==> src/rtl/srl_pkg.sv <==
// Shared definitions for the serial-port responder: register map, STATUS layout,
// UART FSM states and the reset divider.
package srl_pkg;

    localparam logic [2:0] ADDR_DATA   = 3'd0;
    localparam logic [2:0] ADDR_STATUS = 3'd1;
    localparam logic [2:0] ADDR_CTRL   = 3'd2;
    localparam logic [2:0] ADDR_DIV_LO = 3'd3;
    localparam logic [2:0] ADDR_DIV_HI = 3'd4;

    localparam int unsigned ST_RX_AVAIL    = 0;
    localparam int unsigned ST_TX_NOT_FULL = 1;
    localparam int unsigned ST_RX_OVR      = 2;
    localparam int unsigned ST_FRAME_ERR   = 3;
    localparam int unsigned ST_TX_IDLE     = 4;
    localparam int unsigned ST_TX_OVF      = 5;

    localparam logic [15:0] DIV_RESET_DEFAULT = 16'd103;

    typedef enum logic [1:0] {StIdle, StStart, StData, StStop} uartState_t;

endpackage

==> src/rtl/srl_fifo.sv <==
// Small synchronous FIFO with extra-MSB pointers; a pop on a full FIFO frees
// the slot for a push on the same clock.
module srl_fifo #(
    parameter int unsigned DEPTH = 4,
    parameter int unsigned WIDTH = 8
) (
    input  logic             clk,
    input  logic             rst,
    input  logic             push,
    input  logic             pop,
    input  logic [WIDTH-1:0] wdata,
    output logic [WIDTH-1:0] rdata,
    output logic             full,
    output logic             empty
);

    localparam int unsigned AW = (DEPTH > 1) ? $clog2(DEPTH) : 1;

    logic [AW:0]      wrPtr, rdPtr;
    logic [WIDTH-1:0] mem [DEPTH];
    logic             doPush, doPop;

    assign empty  = (wrPtr == rdPtr);
    assign full   = (wrPtr[AW] != rdPtr[AW]) && (wrPtr[AW-1:0] == rdPtr[AW-1:0]);
    assign doPop  = pop && !empty;
    assign doPush = push && (!full || doPop);
    assign rdata  = mem[rdPtr[AW-1:0]];

    always_ff @(posedge clk) begin
        if (!rst) begin
            wrPtr <= '0;
            rdPtr <= '0;
        end else begin
            if (doPush) wrPtr <= wrPtr + 1'b1;
            if (doPop)  rdPtr <= rdPtr + 1'b1;
        end
    end

    always_ff @(posedge clk) begin
        if (doPush) mem[wrPtr[AW-1:0]] <= wdata;
    end

endmodule

==> src/rtl/srl_port.sv <==
// Serial-port responder: 6502 bus register decode, TX/RX FIFOs and an 8N1 UART
// with a programmable per-bit divider.
module srl_port
    import srl_pkg::*;
#(
    parameter int unsigned FIFO_DEPTH = 4,
    parameter logic [15:0] DIV_RESET  = DIV_RESET_DEFAULT
) (
    input  logic       clk,
    input  logic       rst,
    input  logic       phi2,
    input  logic       cs_n,
    input  logic       rw,
    input  logic [2:0] addr,
    input  logic [7:0] din,
    output logic [7:0] dout,
    output logic       dout_oe,
    output logic       irq_n,
    output logic       txd,
    input  logic       rxd
);

    logic       phi2Q, csnQ, rwQ;
    logic [2:0] addrQ;
    logic [7:0] dinQ;
    logic       commit, wrCommit, statusClr, baudClr;

    logic [15:0] div;
    logic [1:0]  ctrl;
    logic        rxOvr, frameErr, txOvf, irqQ;
    logic        rxOvrSet, frameErrSet, txOvfSet;

    logic       txPush, txPop, txFull, txEmpty, txIdle;
    logic [7:0] txHead;
    logic       rxPush, rxPop, rxFull, rxEmpty;
    logic [7:0] rxHead;

    uartState_t  txState, txStateD;
    logic [15:0] txCnt, txCntD;
    logic [2:0]  txBit, txBitD;
    logic [7:0]  txShift, txShiftD;
    logic        txdQ, txdD, txTick;

    uartState_t  rxState, rxStateD;
    logic [15:0] rxCnt, rxCntD;
    logic [2:0]  rxBit, rxBitD;
    logic [7:0]  rxShift, rxShiftD;
    logic        rxS1, rxS2, rxPrev, rxTick, rxHalf;

    logic [7:0] status, rdVal;

    // Bus strobes are sampled so side effects land once, just after phi2 falls.
    assign commit    = !phi2 && phi2Q && !csnQ;
    assign wrCommit  = commit && !rwQ;
    assign statusClr = wrCommit && (addrQ == ADDR_STATUS);
    assign baudClr   = wrCommit && (addrQ == ADDR_DIV_HI);
    assign txPush    = wrCommit && (addrQ == ADDR_DATA);
    assign rxPop     = commit && rwQ && (addrQ == ADDR_DATA);
    assign txOvfSet  = txPush && txFull && !txPop;
    assign txIdle    = (txState == StIdle) && txEmpty;

    always_comb begin
        status                 = '0;
        status[ST_RX_AVAIL]    = !rxEmpty;
        status[ST_TX_NOT_FULL] = !txFull;
        status[ST_RX_OVR]      = rxOvr;
        status[ST_FRAME_ERR]   = frameErr;
        status[ST_TX_IDLE]     = txIdle;
        status[ST_TX_OVF]      = txOvf;
    end

    always_comb begin
        rdVal = 8'h00;
        case (addr)
            ADDR_DATA:   rdVal = rxEmpty ? 8'h00 : rxHead;
            ADDR_STATUS: rdVal = status;
            ADDR_CTRL:   rdVal = {6'b0, ctrl};
            ADDR_DIV_LO: rdVal = div[7:0];
            ADDR_DIV_HI: rdVal = div[15:8];
            default:     rdVal = 8'h00;
        endcase
    end

    assign dout    = cs_n ? 8'h00 : rdVal;
    assign dout_oe = !cs_n && rw;
    assign irq_n   = irqQ;
    assign txd     = txdQ;

    always_ff @(posedge clk) begin
        if (!rst) begin
            phi2Q <= 1'b0;
            csnQ  <= 1'b1;
            rwQ   <= 1'b1;
            addrQ <= '0;
            dinQ  <= '0;
        end else begin
            phi2Q <= phi2;
            csnQ  <= cs_n;
            rwQ   <= rw;
            addrQ <= addr;
            dinQ  <= din;
        end
    end

    always_ff @(posedge clk) begin
        if (!rst) begin
            div      <= DIV_RESET;
            ctrl     <= '0;
            rxOvr    <= 1'b0;
            frameErr <= 1'b0;
            txOvf    <= 1'b0;
            irqQ     <= 1'b1;
        end else begin
            if (wrCommit) begin
                case (addrQ)
                    ADDR_CTRL:   ctrl      <= dinQ[1:0];
                    ADDR_DIV_LO: div[7:0]  <= dinQ;
                    ADDR_DIV_HI: div[15:8] <= dinQ;
                    default:     ;
                endcase
            end
            // A fresh error outranks a simultaneous clear.
            rxOvr    <= (rxOvr && !statusClr) || rxOvrSet;
            frameErr <= (frameErr && !statusClr) || frameErrSet;
            txOvf    <= (txOvf && !statusClr) || txOvfSet;
            irqQ     <= !((ctrl[0] && !rxEmpty) || (ctrl[1] && txIdle));
        end
    end

    srl_fifo #(.DEPTH(FIFO_DEPTH), .WIDTH(8)) uTxFifo (
        .clk   (clk),
        .rst   (rst),
        .push  (txPush),
        .pop   (txPop),
        .wdata (dinQ),
        .rdata (txHead),
        .full  (txFull),
        .empty (txEmpty)
    );

    srl_fifo #(.DEPTH(FIFO_DEPTH), .WIDTH(8)) uRxFifo (
        .clk   (clk),
        .rst   (rst),
        .push  (rxPush),
        .pop   (rxPop),
        .wdata (rxShift),
        .rdata (rxHead),
        .full  (rxFull),
        .empty (rxEmpty)
    );

    // Transmitter
    assign txTick = (txCnt >= div);

    always_ff @(posedge clk) begin
        if (!rst) begin
            txState <= StIdle;
            txCnt   <= '0;
            txBit   <= '0;
            txShift <= '0;
            txdQ    <= 1'b1;
        end else begin
            txState <= txStateD;
            txCnt   <= txCntD;
            txBit   <= txBitD;
            txShift <= txShiftD;
            txdQ    <= txdD;
        end
    end

    always_comb begin
        txStateD = txState;
        txCntD   = txCnt;
        txBitD   = txBit;
        txShiftD = txShift;
        case (txState)
            StIdle: begin
                if (!txEmpty) begin
                    txStateD = StStart;
                    txShiftD = txHead;
                    txCntD   = '0;
                end
            end
            StStart: begin
                if (txTick) begin
                    txStateD = StData;
                    txCntD   = '0;
                    txBitD   = '0;
                end else begin
                    txCntD = txCnt + 16'd1;
                end
            end
            StData: begin
                if (txTick) begin
                    txCntD   = '0;
                    txShiftD = {1'b0, txShift[7:1]};
                    if (txBit == 3'd7) txStateD = StStop;
                    else               txBitD   = txBit + 3'd1;
                end else begin
                    txCntD = txCnt + 16'd1;
                end
            end
            StStop: begin
                if (txTick) begin
                    txStateD = StIdle;
                    txCntD   = '0;
                end else begin
                    txCntD = txCnt + 16'd1;
                end
            end
            default: txStateD = StIdle;
        endcase
        if (baudClr) txCntD = '0;
    end

    always_comb begin
        txPop = (txState == StIdle) && !txEmpty;
        case (txStateD)
            StStart: txdD = 1'b0;
            StData:  txdD = txShiftD[0];
            default: txdD = 1'b1;
        endcase
    end

    // Receiver
    assign rxTick = (rxCnt >= div);
    assign rxHalf = ({1'b0, rxCnt} + 17'd1) >= (({1'b0, div} + 17'd1) >> 1);

    always_ff @(posedge clk) begin
        if (!rst) begin
            rxS1    <= 1'b1;
            rxS2    <= 1'b1;
            rxPrev  <= 1'b1;
            rxState <= StIdle;
            rxCnt   <= '0;
            rxBit   <= '0;
            rxShift <= '0;
        end else begin
            rxS1    <= rxd;
            rxS2    <= rxS1;
            rxPrev  <= rxS2;
            rxState <= rxStateD;
            rxCnt   <= rxCntD;
            rxBit   <= rxBitD;
            rxShift <= rxShiftD;
        end
    end

    always_comb begin
        rxStateD = rxState;
        rxCntD   = rxCnt;
        rxBitD   = rxBit;
        rxShiftD = rxShift;
        case (rxState)
            StIdle: begin
                if (rxPrev && !rxS2) begin
                    rxStateD = StStart;
                    rxCntD   = '0;
                end
            end
            StStart: begin
                if (rxHalf) begin
                    rxCntD   = '0;
                    rxBitD   = '0;
                    rxStateD = rxS2 ? StIdle : StData;
                end else begin
                    rxCntD = rxCnt + 16'd1;
                end
            end
            StData: begin
                if (rxTick) begin
                    rxCntD   = '0;
                    rxShiftD = {rxS2, rxShift[7:1]};
                    if (rxBit == 3'd7) rxStateD = StStop;
                    else               rxBitD   = rxBit + 3'd1;
                end else begin
                    rxCntD = rxCnt + 16'd1;
                end
            end
            StStop: begin
                if (rxTick) begin
                    rxStateD = StIdle;
                    rxCntD   = '0;
                end else begin
                    rxCntD = rxCnt + 16'd1;
                end
            end
            default: rxStateD = StIdle;
        endcase
        if (baudClr) rxCntD = '0;
    end

    // A CPU pop on the same clock makes room, so a full FIFO is not an overrun then.
    always_comb begin
        rxPush      = 1'b0;
        frameErrSet = 1'b0;
        rxOvrSet    = 1'b0;
        if (rxState == StStop && rxTick) begin
            if (!rxS2)                 frameErrSet = 1'b1;
            else if (rxFull && !rxPop) rxOvrSet    = 1'b1;
            else                       rxPush      = 1'b1;
        end
    end

endmodule

==> config.mk <==
export PLATFORM = sky130hd
export DESIGN_NAME = srl_port
export DESIGN_NICKNAME = d
export VERILOG_FILES = /design/src/rtl/srl_pkg.sv /design/src/rtl/srl_fifo.sv /design/src/rtl/srl_port.sv
export SDC_FILE = /design/constraint.sdc
export NUM_CORES = 1
export LEC_CHECK = 0
export CAP_MARGIN = 20
export CORE_MARGIN = 4
export CORE_UTILIZATION = 55
export CTS_BUF_LIST = sky130_fd_sc_hd__clkbuf_8
export DETAILED_ROUTE_END_ITERATION = 6
export MAX_ROUTING_LAYER = met4
export PLACE_DENSITY = 0.85
export REMOVE_ABC_BUFFERS = 1
export SYNTH_ARGS = -nofsm -noshare
export SYNTH_HDL_FRONTEND = slang
export SYNTH_SLANG_ARGS = --single-unit
==> constraint.sdc <==
create_clock -name clk -period 7.1 [get_ports clk]
set_input_delay 1.42 -clock clk [delete_from_list [all_inputs] [get_ports clk]]
set_output_delay 1.42 -clock clk [all_outputs]
set_load 0.02 [all_outputs]
==> results of run 1 <==
Yosys cell counts (all sizes together) (8+ instances only):
| cell | count | share of area, % |
|---|---|---|
| dfxtp | 114 | 26 |
| a21oi | 43 | 2.4 |
| or2 | 8 | 0.56 |
| and3 | 15 | 1.1 |
| mux4 | 16 | 4.0 |
| clkbuf | 21 | 0.88 |
| a22oi | 18 | 1.5 |
| mux2i | 34 | 3.8 |
| buf | 12 | 0.76 |
| nor2b | 14 | 0.98 |
| and2 | 25 | 1.8 |
| o21ai | 32 | 1.8 |
| nor2 | 104 | 4.4 |
| xor2 | 12 | 1.2 |
| inv | 29 | 1.2 |
| nand3 | 42 | 2.4 |
| nor3 | 12 | 0.73 |
| xnor2 | 28 | 2.8 |
| nand2 | 71 | 3.0 |
| edfxtp | 64 | 22 |
| ha | 65 | 9.1 |
| nand2b | 15 | 1.1 |
| a31oi | 8 | 0.56 |
sequential cells by signal, indices dropped and copies added (netlist names), 2 cells and up, named ones only:
register,flops
rxCnt,16
ctrl,2
txBit,3
uTxFifo.wrPtr,3
rxBit,3
div,16
addrQ,3
uRxFifo.wrPtr,3
txCnt,16
uTxFifo.mem,32
uTxFifo.rdPtr,3
uRxFifo.rdPtr,3
rxShift,8
txState,2
dinQ,8
uRxFifo.mem,32
txShift,8
routing by layer:
metal  global-route usage, %  share of wire [%]  wire length (um)
met3                    5.31                7.5              1460
met1                    29.4                 43              8370
met4                    5.88                1.5               301
met5                       -                  0                 0
met2                    36.0                 48              9400
through the flow:
step	setup slack [ns]	power (mW)	hold slack, ns	utilization (%)	std cells
floorplan	3.05	1.19	0.386	-	842
global placement	1.83	1.24	0.391	58.9	1091
detailed placement	1.68	1.25	0.418	58.9	1091
CTS	1.68	1.93	0.441	61.5	1123
global route	1.87	1.99	0.461	61.5	1124
finish	2.01	1.93	0.436	61.5	1124
final cells by class:
class / instances / area [um^2] / share of cell area (%)
Clock inverter: 15 / 175 / 1.79
Multi-Input combinational cell: 634 / 4450 / 45.6
Inverter: 30 / 113 / 1.15
Tap cell: 216 / 270 / 2.77
Sequential cell: 178 / 4200 / 43.0
Timing Repair Buffer: 34 / 320 / 3.28
Clock buffer: 17 / 234 / 2.40
power by group through the flow:
stage / registers, mW / clock network, mW / logic [mW]
floorplan: 1.11 / 0 / 0.0859
global placement: 1.11 / 0 / 0.130
detailed placement: 1.12 / 0 / 0.133
CTS: 1.09 / 0.705 / 0.135
global route: 1.10 / 0.748 / 0.150
finish: 1.09 / 0.698 / 0.136
kinds of logic after synthesis:
kind of cell	Yosys count	share of synthesized area, %
xor gates and xnor gates	40	3.93
DFF	178	47.2
adders and majority gates	65	9.13
buffers and inverters	63	2.91
and+or+nand+nor	330	18.0
muxes	50	7.87
AOI/OAI and AO/OA	149	10.9
how the worst min path moves through the flow:
stage               startpoint  endpoint  slack, ns  depth (start not counted)
floorplan                 rxS1      rxS2       0.39                          1
global placement          rxS1      rxS2       0.39                          1
detailed placement        rxS1      rxS2       0.42                          1
CTS                       rxS1      rxS2       0.44                          1
global route              rxS1      rxS2       0.46                          1
finish                    rxS1      rxS2       0.44                          1
==> results.yml, run 1 <==
timing:
  worst_pin_slew_ns: 1.14
  slew_violations: 0
  slew_headroom_pct: 23.9
  skew_ns: 0.0149
  hold_viol: 0
  period_needed_ns: 5.09
  fmax_mhz: 197
  setup_violations: 0
  period_share_pct: 71.6
  setup_tns_ns: 0
  rsz0062_at_grt: "no"
final_layout:
  final_common_cell: "dfxtp_1"
  final_cell_area_um2: 9770
  num_antenna_cells: 0
  fin_nets: 977
  fillCellCount: 1278
  layout-drive-gt1-share_pct: 7.38
  most-common-layout-cells: "dfxtp_1, nor2_1, nand2_1"
  synthToLayoutAreaGrowth_pct: 9.63
floorplanning:
  rows: 46
  core_um2: 15900
  boundaryPins: 28
  dieArea_um2: 18300
  initial_core_util_pct: 56.1
  die_w_um: 135
  die-height_um: 135
critical_path:
  cp-start-kind: "input port"
  crit_buf_inv: 2
  reg2reg_to: "rxCnt[1]"
  crit_arrival_ns: 3.67
  critPathKind: "in -> out"
  slowest_delay_ns: 0.65
  slowest_stage: "clkdlybuf4s50_1"
  worstPathCellList: "clkdlybuf4s50_1 -> nor2b_1 -> and2_1 -> a221oi_1 -> nor2_1 -> clkdlybuf4s50_1"
  reg2reg_depth: 14
  critPathTopFamily: "buffers and inverters"
  cp.depth: 6
  crit_top_cell: "clkdlybuf4s50_1"
  critPathCapture: "dout[3]"
  rrSetupSlack_ns: 3.15
  reg2reg_from: "div[2]"
  cp-startpoint: "addr[0]"
  crit_required_ns: 5.68
  endpoint_kind: "output port"
  worstPathMaxFanout: 7
cts:
  cts_tree: "built"
  clk_pin_slew_ns: 0.10
  root_buffer: "clkbuf_8"
  post_cts_resized: 0
  clock-sinks: 178
  clock_tree.buffer_depth: 2
  htree_levels: 4
  clkLatencyLatePin_ns: 0.47
  numCtsBuffers: 17
  hold_buffers: 0
  post-cts-setup-buffers: 0
placement:
  hpwl_um: 14000
  place_area_um2: 9350
  gp_congestion: 0.958
  io_buffers: 27
synth:
  synth_cell_types: 62
  yosysSeqAreaShare_pct: 47.2
  synth-seq-cells: 178
  yosys_warnings: 0
  syn_inst: 875
  synth_area_per_cell_um2: 10.2
  synth_ff_type: "dfxtp_1"
  async_reset_ff_share_pct: 0
  synth_area_um2: 8910
  synth-edff-count: 64
run_status:
  status: "complete, no violations"
routing:
  drtIter0Drc: 728
  drtAntennaViolNets: 0
  drt_pre_antenna_iters: 7
  vias: 6620
  via_per_inst: 5.89
  drc_errors: 0
  wirelength_um: 19500
  wl_per_cell_um: 17.4
power_and_ir_drop:
  p_int_mw: 1.42
  p_sw_mw: 0.507
  swShare_pct: 26.3
  p_comb_share_pct: 7.1
  p_leak_nw: 3.81
  power.share.clock_pct: 36.2
  p_seq_share_pct: 56.7
  vdd_drop_max_mv: 0.143
  power.density_nw_per_um2: 197
worst_hold_path:
  hold_path_class: "reg -> reg"
global_route:
  grt_max_degree: 40
  gr-total-overflow: 0
  grt_pass1_wl_um: 31600
  track_usage_pct: 22.6
  antenna_found_initial: 0
  grt_pass1_vias: 6312
job:
  drv_cap: 0
(Power assumes the default switching activity.)
==> run 2: changes to the inputs <==
- clock period: 7.1 -> 4.95 ns (I/O delays scaled with it)
==> run 2 against run 1 <==
  * Global-route usage up 0.45 points
  * Cell area about the same
  * Via count down 1.7%
  * Combinational power increased by 42%
  * Routed wire length is essentially flat
  * Non-clock buffer count unchanged
  * Clock-buffer cell count did not move
  * Flip-flop and latch count unchanged
  * Critical endpoint is now dout[7]
  * Highest routed layer unchanged
==> results.yml, run 2 (same netlist as run 1, synthesis figures left out) <==
run_status:
  status: "complete, no violations"
timing:
  period_share_pct: 87.5
  hold_viol: 0
  worst_pin_slew_ns: 1.11
  hold_slack_ns: 0.425
  fmax_mhz: 231
  fin_ws_ns: 0.619
  setup_tns_ns: 0
  rsz0062_at_grt: "no"
  setup_violations: 0
  slew_violations: 0
  slew_headroom_pct: 26.2
  period_needed_ns: 4.33
  skew_ns: 0.0150
global_route:
  track_usage_pct: 23.1
  antenna_found_initial: 0
  grt_max_degree: 52
  grt_pass1_vias: 6268
  gr-total-overflow: 0
  grt_pass1_wl_um: 32200
critical_path:
  cp-startpoint: "addr[0]"
  reg2reg_depth: 14
  rrSetupSlack_ns: 1.03
  crit_required_ns: 3.96
  worstPathMaxFanout: 7
  reg2reg_to: "rxCnt[12]"
  cp-start-kind: "input port"
  critPathKind: "in -> out"
  slowest_delay_ns: 0.67
  worstPathCellList: "clkdlybuf4s50_1 -> nor2b_1 -> and2_1 -> a222oi_1 -> nor2_1 -> clkdlybuf4s50_1"
  crit_arrival_ns: 3.34
  crit_top_cell: "clkdlybuf4s50_1"
  reg2reg_from: "div[2]"
  endpoint_kind: "output port"
  slowest_stage: "clkdlybuf4s50_1"
routing:
  drt_pre_antenna_iters: 7
  wirelength_um: 19500
  wl_per_cell_um: 17.4
  via_per_inst: 5.79
  highest_layer: "met4"
  wl_met2_um: 9400
  vias: 6507
  drc_errors: 0
  wl_met1_um: 8540
  drtIter0Drc: 649
  drtAntennaViolNets: 0
  wl_met3_um: 1230
cts:
  clkLatencyLatePin_ns: 0.46
  hold_buffers: 0
  htree_levels: 4
  post_cts_resized: 0
  post-cts-setup-buffers: 0
  clock_tree.buffer_depth: 2
  cts_tree: "built"
  clock-sinks: 178
  clk_pin_slew_ns: 0.10
  numCtsBuffers: 17
  root_buffer: "clkbuf_8"
final_layout:
  final_common_cell: "dfxtp_1"
  synthToLayoutAreaGrowth_pct: 9.58
  seq_area_um2: 4200
  fillCellCount: 1278
  layout-drive-gt1-share_pct: 7.38
  most-common-layout-cells: "dfxtp_1, nor2_1, nand2_1"
  fin_nets: 977
  multi_input_area_um2: 4450
  num_antenna_cells: 0
floorplanning:
  rows: 46
  die-height_um: 135
  initial_core_util_pct: 56.1
  boundaryPins: 28
  core_um2: 15900
  die_w_um: 135
  dieArea_um2: 18300
placement:
  io_buffers: 27
  place_ws_ns: 0.681
  hpwl_um: 13900
  gp_congestion: 0.937
power_and_ir_drop:
  p_leak_nw: 3.80
  vdd_drop_max_mv: 0.229
  power.density_nw_per_um2: 281
worst_hold_path:
  whs_endpoint: "rxS2"
  hold_path_depth: 1
  hold_path.startpoint: "rxS1"
  hold_path_class: "reg -> reg"
job:
  drv_cap: 0
run 2: how the worst max path moves through the flow:
stage / cells after the start / slack [ns] / end
after floorplan: 13 / 1.54 / rxCnt[12]
after global placement: 6 / 0.80 / dout[7]
after detailed placement: 6 / 0.68 / dout[7]
after CTS: 6 / 0.67 / dout[7]
after global routing: 6 / 0.52 / dout[7]
final: 6 / 0.62 / dout[7]
run 2: report_power, final:
group          switching [mW]  leakage [nW]  total (mW)  internal (mW)
combinational           0.110          2.09       0.193         0.0828
clock                   0.599         0.202       0.981          0.382
sequential             0.0353          1.51        1.57           1.53
run 2: per-layer routing:
layer / vias to the layer above / GRT usage (%)
met1: 3073 / 29.9
met5: - / -
met2: 204 / 35.8
met3: 27 / 5.61
met4: 0 / 7.84
li1: 3203 / -
run 2: through the flow:
| step | power [mW] | utilization (%) | instance area, um^2 | std cells |
|---|---|---|---|---|
| floorplan | 1.71 | - | 8760 | 842 |
| CTS | 2.75 | 61.5 | 9760 | 1124 |
| detailed placement | 1.79 | 58.9 | 9360 | 1092 |
| global route | 2.84 | 61.5 | 9760 | 1124 |
| global placement | 1.78 | 58.9 | 9360 | 1092 |
| finish | 2.74 | 61.5 | 9760 | 1124 |
run 2: layout make-up:
class | instances | area share [%]
multi-input combinational | 634 | 45.6
sequential | 178 | 43.1
timing repair buffer | 34 | 3.31
tap | 216 | 2.77
clock buffer | 17 | 2.40
clock inverter | 15 | 1.72
inverter | 30 | 1.15
run 2: worst max-delay path, delay by kind of cell:
kind | cells | cell delay, ns
AOI/OAI and AO/OA | 1 | 0.15
buffers and inverters | 2 | 1.29
and+or+nand+nor | 3 | 0.91
